[config.mk]
export PLATFORM = sky130hd
export DESIGN_NAME = fp_dsel_ctrl
export DESIGN_NICKNAME = d
export VERILOG_FILES = /design/src/rtl/fp_dsel_ctrl.sv
export SDC_FILE = /design/constraint.sdc
export NUM_CORES = 1
export LEC_CHECK = 0
export ABC_AREA = 1
export ABC_CLOCK_PERIOD_IN_PS = 4500
export CORE_ASPECT_RATIO = 0.75
export CORE_MARGIN = 10
export CORE_UTILIZATION = 42
export DETAILED_ROUTE_END_ITERATION = 12
export PLACE_DENSITY_LB_ADDON = 0.25
export SETUP_SLACK_MARGIN = 0.2
export SLEW_MARGIN = 20
export SYNTH_ARGS = -nofsm -noshare
export SYNTH_HDL_FRONTEND = slang
export SYNTH_SLANG_ARGS = --single-unit
export TNS_END_PERCENT = 5
[constraint.sdc]
create_clock -name clk -period 4.5 [get_ports clk]
set_input_delay 0.45 -clock clk [delete_from_list [all_inputs] [get_ports clk]]
set_output_delay 0.45 -clock clk [all_outputs]
set_load 0.02 [all_outputs]
[src/rtl/fp_dsel_ctrl.sv]
// Front-panel display-select controller: debounced NEXT/PREV stepping and
// optional auto-scan over six one-hot lamp-mux positions, with a lamp load strobe.
module fp_dsel_ctrl #(
    parameter logic [15:0] DEB_CYCLES  = 16'd50000,
    parameter logic [23:0] SCAN_CYCLES = 24'd5000000,
    parameter int unsigned NPOS        = 6
) (
    input  logic       clk,
    input  logic       reset,
    input  logic       sw_next,
    input  logic       sw_prev,
    input  logic       scan_en,
    input  logic       freeze,
    output logic [0:5] dsel,
    output logic [0:2] dsel_idx,
    output logic       disp_load,
    output logic       scanning
);

    localparam logic [2:0] LAST = 3'(NPOS - 1);

    typedef enum logic {MANUAL, SCAN} state_t;

    state_t      state, state_nxt;
    logic [1:0]  sync1, sync2, deb, pulse;
    logic [15:0] cnt [2];
    logic [23:0] dwell, dwell_nxt;
    logic        next_p, prev_p, man_inc, man_dec, tick;
    logic        adv_inc, adv_dec, pend;
    logic [2:0]  idx_nxt;

    // Synchronizer and debounce; index 0 = NEXT, index 1 = PREV
    always_ff @(posedge clk or posedge reset) begin
        if (reset) begin
            sync1  <= '0;
            sync2  <= '0;
            deb    <= '0;
            cnt[0] <= '0;
            cnt[1] <= '0;
        end else begin
            sync1 <= {sw_prev, sw_next};
            sync2 <= sync1;
            for (int i = 0; i < 2; i++) begin
                if (sync2[i] == deb[i]) begin
                    cnt[i] <= '0;
                end else if (cnt[i] == DEB_CYCLES - 16'd1) begin
                    deb[i] <= sync2[i];
                    cnt[i] <= '0;
                end else begin
                    cnt[i] <= cnt[i] + 16'd1;
                end
            end
        end
    end

    // Press pulse fires in the cycle the debounced level is about to rise
    always_comb begin
        pulse = '0;
        for (int i = 0; i < 2; i++)
            pulse[i] = sync2[i] & ~deb[i] & (cnt[i] == DEB_CYCLES - 16'd1);
    end

    assign next_p  = pulse[0];
    assign prev_p  = pulse[1];
    assign man_inc = next_p & ~prev_p;
    assign man_dec = prev_p & ~next_p;

    always_ff @(posedge clk or posedge reset) begin
        if (reset) begin
            state    <= MANUAL;
            scanning <= 1'b0;
            dwell    <= '0;
        end else begin
            state    <= state_nxt;
            scanning <= (state_nxt == SCAN);
            dwell    <= dwell_nxt;
        end
    end

    always_comb begin
        state_nxt = state;
        case (state)
            MANUAL:  if (scan_en)  state_nxt = SCAN;
            SCAN:    if (!scan_en) state_nxt = MANUAL;
            default: state_nxt = MANUAL;
        endcase
    end

    // Dwell timing and scan tick; a manual pulse in the tick cycle wins
    always_comb begin
        dwell_nxt = dwell;
        tick      = 1'b0;
        case (state)
            SCAN: begin
                if (!scan_en) begin
                    dwell_nxt = '0;
                end else if (!freeze) begin
                    if (man_inc || man_dec) begin
                        dwell_nxt = '0;
                    end else if (dwell == SCAN_CYCLES - 24'd1) begin
                        dwell_nxt = '0;
                        tick      = ~(next_p | prev_p);
                    end else begin
                        dwell_nxt = dwell + 24'd1;
                    end
                end
            end
            default: dwell_nxt = '0;
        endcase
    end

    assign adv_inc = ~freeze & (man_inc | tick);
    assign adv_dec = ~freeze & man_dec;

    always_comb begin
        idx_nxt = dsel_idx;
        if (adv_inc)
            idx_nxt = (dsel_idx == LAST) ? 3'd0 : dsel_idx + 3'd1;
        else if (adv_dec)
            idx_nxt = (dsel_idx == 3'd0) ? LAST : dsel_idx - 3'd1;
    end

    // pend resets high so the initial position is loaded after reset;
    // a strobe that would follow another is deferred by one cycle
    always_ff @(posedge clk or posedge reset) begin
        if (reset) begin
            dsel_idx  <= 3'd0;
            dsel      <= 6'b000001;
            pend      <= 1'b1;
            disp_load <= 1'b0;
        end else begin
            dsel_idx  <= idx_nxt;
            dsel      <= 6'b000001 << idx_nxt;
            pend      <= adv_inc | adv_dec | (pend & disp_load);
            disp_load <= pend & ~disp_load;
        end
    end

endmodule

==> results.md, run 1 <==
- Post-Synthesis Cell Area: 4040 um2
- Clock slew at the register clock pins of the worst setup and hold paths: 60 ps
- Placer Congestion: 0.862
- Unrepaired setup endpoints after global routing: false
- Synth area leader: dfrtp_1
- Power density relative to cell area: 323 nW/um2
- Clock buffer count from CTS: 9
- Portion of the post-synthesis area used by sequential elements: 0.459
- CTS H-Tree Depth: 3
- Clock latency on the worst-skew pair: 340 ps
- Mean instance size in the synthesized netlist: 8.13 um2
- Final design utilization: 0.508
- Top-count cell post-synth: nand2_1
- Register bit total from synthesis: 74
- Standard-cell row count: 30
- Cell types with the largest area share after synthesis: dfrtp_1, nand2_1, nor2_1
- Multiplexer area fraction after synthesis: 0
- Non-filler cells in the finished layout: 655
- Fraction of layout instances using a drive strength above 1: 0.133
- Overall routed net length: 8400 um
- Instance count after placement with tap cells included: 639
- Quantity of hold-fixing buffers added after cts: 0
- Clock sinks: 74
- Post-CTS setup buffers: 0
- Endpoint required time on the critical path: 4720 ps
- Global routing usage summed across all routing layers: 0.129
- Vertical die dimension: 105 um
- Final Cycle Share: 0.558
- Buffer type at the clock tree root: clkbuf_16
- Primary flip-flop cell chosen by synthesis mapping: dfrtp_1
- Upper clock frequency limit: 398 MHz
- Maximum clock path buffer count: 2
- Clock tree from TritonCTS: done
- Dominant combinational cell family by area after synthesis: simple AND/OR/NAND/NOR gates
- Setup_tns: 0 ps
- Max-slew violation total from the final report: 0
- Maximum number of pins on one net before global-route repair: 50
- Routed wire per std cell: 12.8 um
- Number of flops mapped to enable cells by yosys: 0
- CP startpoint kind: register
- Status: completed
- Post-synthesis to final-layout area growth: 15.6%
- Transition time at the pin with the least slew margin: 822 ps
- Hold violation total from the final report: 0
- Post-synthesis compound-gate area fraction: 0.0811
- Type of the worst setup path: register to register
- Post-Synth Adder-Cell Area: 0.0279
- Number of setup violations in the final report: 0
- Remaining number of nets flagged by the antenna check after routing: 0
- Share of Yosys cell area claimed by the top area cell type: 0.446
- Worst Hold Class: register to register
- Post-Synthesis Net Count: 512
- Synthesis Warnings: 0
- Count of routing violations after the opening detailed-route iteration: 264
- I/O pin total: 17
- Max-cap violation count: 0
- Worst voltage drop across the vdd grid: 0.227 mV
- Post-DR vias/cell: 4.93
- Number of port buffers: 16
- Number of distinct library cells after synthesis: 36
- Share of async-settable or async-resettable flops after synthesis: 1.00
- Arr. time, crit path: 2730 ps
- Standby leakage power: 2.11 nW
- Via count of the first global-routing pass: 3,228
- Basic-gate share of the synthesized area counting and, or, nand and nor cells: 0.328
- Most numerous cell types in the synthesized netlist: nand2_1, dfrtp_1, nor2_1
- Worst-path fanout max: 6
- Nets@finish: 537
- Starting density of the core: 0.439
- Die width: 133 um
- Antenna violations before repair: 0
- Post-synthesis share of cell area spent on xor and xnor gates: 0.0303
- Number of gates resized after cts: 0
- Total Die Area: 14,000 um2
- Number of inserted diodes: 0
- Post-Syn Instances: 497
- Endpoint type of the worst setup path: register
- Routed vias: 3,227
- Core ar.: 9200 um2
- Time the final worst path needs with I/O delays and setup: 2510 ps
- Slew HR: 0.451
- First-pass detailed-route iteration total: 4
- Overall overflow remaining after global route: 0
- Detailed-route DRC error count: 0
- Post-detail-place hpwl: 6110 um
- Fin Clk Skew: 5.90 ps
- First-pass GRT wire length: 15,100 um
## final cells by class
| class | count | area [um2] |
|---|---|---|
| flip-flops and latches | 74 | 1850 |
| multi-input cells | 345 | 1890 |
| clock inverters | 4 | 48.8 |
| well taps | 128 | 160 |
| clock buffers | 12 | 267 |
| inverters | 75 | 283 |
| repair buffers | 17 | 168 |
| fillers | 861 | 4530 |
## flip-flops by register name, indices dropped and copies added, names as in the netlist
| signal | flops |
|---|---|
| cnt | 32 |
| dwell | 24 |
| dsel | 6 |
| dsel_idx | 3 |
| deb | 2 |
| sync1 | 2 |
| sync2 | 2 |
| disp_load | 1 |
| pend | 1 |
| state | 1 |
## critical path, cell delays in order (launching register included)
cell	delay [ps]
dfrtp_1	370
ha_1	190
nand3_1	190
nor2_1	160
nand2_1	60
inv_1	70
nand2_1	110
ha_1	300
inv_1	50
nand3_1	80
nor2_1	180
nand4_4	130
nand2_4	120
nand2_4	80
nand2_1	90
nand2_2	60
nand2_1	100
nor2_1	50
## kinds of logic (layout without fill, tap and decap cells)
group                    Yosys count  in the layout
XOR/XNOR                          14             14
buffers and inverters             78            108
flip-flops                        74             74
AND/OR/NAND/NOR                  259            259
AO/OA/AOI/OAI                     63             63
adder cells (fa/ha/maj)            9              9
## per-stage QoR
stage | power, mW | hold slack, ps | setup WS (ps) | instance area (um2)
6_report | 1.51 | 351 | 1990 | 4670
3_5_place_dp | 0.775 | 342 | 2010 | 4350
2_1_floorplan | 0.746 | 331 | 2170 | 4040
4_1_cts | 1.53 | 355 | 2000 | 4670
3_3_place_gp | 0.773 | 335 | 2050 | 4350
5_1_grt | 1.57 | 366 | 1690 | 4670
## path summary, 6_finish.rpt
path	from	end	slack, ps	cells after the start
min reg2reg	sync1[1]$_DFF_PP0_	sync2[1]$_DFF_PP0_	350	0
max reg2reg	cnt[0]$_DFF_PP0_	dsel[1]$_DFF_PP0_	1990	17
max	cnt[0]$_DFF_PP0_	dsel[1]$_DFF_PP0_	1990	17
min in group asynchronous	reset	cnt[15]$_DFF_PP0_	570	2
min	sync1[1]$_DFF_PP0_	sync2[1]$_DFF_PP0_	350	0
max in group asynchronous	reset	pend$_DFF_PP1_	3050	3
## placed cells by master (no fill, tap or decap), types with 4 or more instances in the layout
cell and count:
xnor2_1 4, ha_1 9, xor2_1 10, clkbuf_16 9
clkdlybuf4s50_1 16, o21ai_1 5, nand3_1 33, nor2_1 72
nand3_2 6, nor2_2 10, a21oi_1 26, nor2_4 4
nor3_1 10, nand2_1 85, inv_2 8, inv_1 65
dfrtp_1 72, nand2_2 10, nor3b_1 4, nand4_1 9
o21ai_0 26
## layer usage
layer	up-vias	part of all wire	global-route usage
li1	1645	-	-
met1	1505	0.50	0.173
met2	63	0.44	0.192
met3	14	0.050	0.0402
met4	0	0.015	0.0426
met5	-	0	0
## power by group
part | leakage, nW | switching, mW | total, mW | internal, mW
clock | 0.159 | 0.272 | 0.746 | 0.473
combinational | 0.949 | 0.0532 | 0.0783 | 0.0251
sequential | 0.999 | 0.00682 | 0.683 | 0.676
(Power assumes the default switching activity.)
==> run 2: changes to the inputs <==
--- a/config.mk
+++ b/config.mk
@@ -6,7 +6,7 @@
 export NUM_CORES = 1
 export LEC_CHECK = 0
 export ABC_AREA = 1
-export ABC_CLOCK_PERIOD_IN_PS = 4500
+export ABC_CLOCK_PERIOD_IN_PS = 2600
 export CORE_ASPECT_RATIO = 0.75
 export CORE_MARGIN = 10
 export CORE_UTILIZATION = 42
==> constraint.sdc (replaced) <==
create_clock -name clk -period 2.6 [get_ports clk]
set_input_delay 0.26 -clock clk [delete_from_list [all_inputs] [get_ports clk]]
set_output_delay 0.26 -clock clk [all_outputs]
set_load 0.02 [all_outputs]
==> run 2 against run 1 <==
Flip-flop and latch count did not move. Critical path type unchanged. Largest power group unchanged. Core utilization is 2.3 points higher. Critical path depth unchanged. Highest routed layer unchanged. Die area unchanged.
==> results.md, run 2 (synthesis results as in run 1) <==
- Reg area: 1850 um2 (unchanged)
- Type of the worst setup path: register to register
- Routed wire per std cell: 12.9 um (+0.45%)
- Power density relative to cell area: 549 nW/um2 (+70%)
- Routed vias: 3,284 (+1.8%)
- Number of port buffers: 16 (unchanged)
- Via count of the first global-routing pass: 3,072 (-4.8%)
- Clock share of power: 0.501 (+0.006)
- Net Sw Power: 609 uW (+83%)
- Overall routed net length: 8620 um (+2.6%)
- Transition time at the pin with the least slew margin: 523 ps (-300 ps)
- Reg-to-reg setup timing slack: 340 ps (-1650 ps)
- Post-route worst setup slack: 345 ps (-1650 ps)
- Number of setup violations in the final report: 0 (unchanged)
- Total power: 2.68 mW (+78%)
- Dominant delay contributor by cell family on the critical path: simple AND/OR/NAND/NOR gates
- Clock sinks: 74 (unchanged)
- Share of total power consumed by net switching: 0.228 (+0.00704)
- Upper clock frequency limit: 443 MHz (+11%)
- Placer Congestion: 0.856 (-0.74%)
- Critical R2R Capture: dsel[1]$_DFF_PP0_
- Slew HR: 0.652 (+0.200)
- Number of inserted diodes: 0 (unchanged)
- Standard-cell row count: 30 (unchanged)
- Ordered cell list for the critical path: inv_2 > nand4_1 > nor2_1 > nand2_1 > inv_2 > nand2_2 > ha_4 > inv_1 > nand3_2 > nor2_4 > nand4_4 > nand2_4 > nand2_8 > nand2_2 > nand2_2 > nand2_2 > nor2_1
- Time the final worst path needs with I/O delays and setup: 2260 ps (-254 ps)
- I/O pin total: 17 (unchanged)
- Vertical die dimension: 105 um (unchanged)
- Clock slew at the register clock pins of the worst setup and hold paths: 60 ps (about the same)
- Antenna violations before repair: 0 (unchanged)
- Nets@finish: 551 (+2.6%)
- CTS H-Tree Depth: 3 (unchanged)
- Worst-path fanout max: 6 (unchanged)
- Overall overflow remaining after global route: 0 (unchanged)
- Post-synthesis to final-layout area growth: 20.8%
- Post-detail-place hpwl: 6210 um (+1.6%)
- Global routing usage summed across all routing layers: 0.123 (-0.00552)
- Proportion of power drawn by flip-flops and latches: 0.442 (-0.011)
- Clock tree from TritonCTS: done
- Cell mode on critical path: nand2_2
- Status: completed
- Total stage count of the critical path: 17 (unchanged)
- Total internal power: 2.07 mW (+76%)
- Max-cap violation count: 0 (unchanged)
- Setup_tns: 0 ps (unchanged)
- Worst path bufs/invs: 3 (+1)
- First-pass detailed-route iteration total: 4 (unchanged)
- Max reg flops: 32 (unchanged)
- Fin Clk Skew: 10.1 ps (+4.23 ps)
- Endpoint type of the worst setup path: register
- Maximum number of pins on one net before global-route repair: 43 (-14%)
- Quantity of hold-fixing buffers added after cts: 0 (unchanged)
- Area of the multi-input gates: 1990 um2 (+5.1%)
- Source of the critical timing path: cnt[21]$_DFF_PP0_
- Starting density of the core: 0.439 (unchanged)
- Most common library cell in the layout ignoring fill and taps: nand2_1
- Final Cycle Share: 0.867 (+0.310)
- Clock latency on the worst-skew pair: 340 ps (about the same)
- Max-slew violation total from the final report: 0 (unchanged)
- Post-DR vias/cell: 4.91 (-0.36%)
- Crit-path max cell delay: 400 ps (+30 ps)
- Fraction of layout instances using a drive strength above 1: 0.189 (+0.0557)
- Arr. time, crit path: 2480 ps (-250 ps)
- Most flops, register: cnt
- Buffer type at the clock tree root: clkbuf_16
- Largest registers: cnt: 32 flops, dwell: 24 flops, dsel: 6 flops
- Commonest non-fill, non-tap cells in the layout: nand2_1, dfrtp_1, nor2_1, inv_1, nand3_1
- First-pass GRT wire length: 14,500 um (-3.8%)
- Maximum clock path buffer count: 2 (unchanged)
- Endpoint required time on the critical path: 2820 ps (-1900 ps)
- Slowest stage cell on the critical path: dfrtp_1
- Standby leakage power: 2.16 nW (+2.7%)
- Clock buffer count from CTS: 9 (unchanged)
- Total Die Area: 14,000 um2 (unchanged)
- Worst Hold Class: input pin to asynchronous set/reset pin
- Part of the total power dissipated in combinational logic: 0.057 (+0.005)
- Remaining number of nets flagged by the antenna check after routing: 0 (unchanged)
- Count of filler cells inserted in the layout: 843 (-2.1%)
- Worst setup endpoint: dsel[1]$_DFF_PP0_
- Die width: 133 um (unchanged)
- Pre-CTS setup slack: 211 ps (-1800 ps)
- Unrepaired setup endpoints after global routing: false
- Worst r2r path cells: 17 (unchanged)
- Hold violation total from the final report: 0 (unchanged)
- Detailed-route DRC error count: 0 (unchanged)
- CP startpoint kind: register
- Source of the worst register-to-register timing path: cnt[21]$_DFF_PP0_
- Count of routing violations after the opening detailed-route iteration: 266 (+0.76%)
- Core ar.: 9200 um2 (unchanged)
- Worst voltage drop across the vdd grid: 0.350 mV (+54%)
run 2: changes by cell type in the layout (fill, tap and decap cells not counted), moves of 2 or more:
cell        before  now
nand3_4          0    2
clkbuf_8         3    0
ha_4             0    2
nand2_1         85   79
nor2_4           4    6
clkinvlp_4       0    2
inv_2            8   15
ha_1             9    6
inv_1           65   59
buf_4            1   15
nor2_1          72   70
nand2_2         10   14
clkinv_2         3    0
run 2: how the worst min path moves through the flow:
stage / end / slack, ps / depth (start not counted)
floorplan: state$_DFF_PP0_ / 290 / 0
global placement: sync2[0]$_DFF_PP0_ / 330 / 0
detailed placement: sync2[1]$_DFF_PP0_ / 340 / 0
CTS: dsel[2]$_DFF_PP0_ / 340 / 3
global route: sync1[0]$_DFF_PP0_ / 360 / 1
finish: dsel_idx[2]$_DFF_PP0_ / 320 / 3
run 2: final cells by class:
class | instances | area share
timing repair buffer | 31 | 0.0559
clock inverter | 7 | 0.0208
clock buffer | 9 | 0.0461
tap | 128 | 0.0328
inverter | 75 | 0.0577
sequential | 74 | 0.380
multi-input combinational | 345 | 0.407
run 2: what timing repair did:
| item | 4_1_cts | 5_1_grt |
|---|---|---|
| setup endpoints to repair | 2 | 17 |
| buffers inserted | 0 | 11 |
| pin swaps | 0 | 12 |
| gates resized for setup | 1 | 25 |
run 2: power by group through the flow:
stage / combinational (mW) / clock (mW) / sequential (mW)
2_1_floorplan: 0.0827 / 0 / 1.21
3_3_place_gp: 0.139 / 0 / 1.20
3_5_place_dp: 0.142 / 0 / 1.20
4_1_cts: 0.143 / 1.38 / 1.18
5_1_grt: 0.170 / 1.42 / 1.19
6_report: 0.152 / 1.34 / 1.18
run 2: stage by stage:
step           utilization  cells  hold slack [ps]  instance area, um2
6_report             0.531    669              324                4880
2_1_floorplan            -    497              291                4040
3_5_place_dp         0.476    642              337                4380
5_1_grt              0.531    669              360                4880
4_1_cts              0.512    658              338                4700
3_3_place_gp         0.476    642              334                4380
run 2: worst register-to-register path: cells and delay by family (launching register included):
family	cells	cell delay, ps
flops	1	400
fa+ha+maj	1	240
simple gates	13	1270
buf+inv	3	240
run 2: layer usage:
| layer | vias to the layer above | part of all wire | global-route usage |
|---|---|---|---|
| li1 | 1683 | - | - |
| met1 | 1543 | 0.50 | 0.163 |
| met2 | 48 | 0.45 | 0.190 |
| met3 | 10 | 0.039 | 0.0407 |
| met4 | 0 | 0.011 | 0.0310 |
| met5 | - | 0 | 0 |
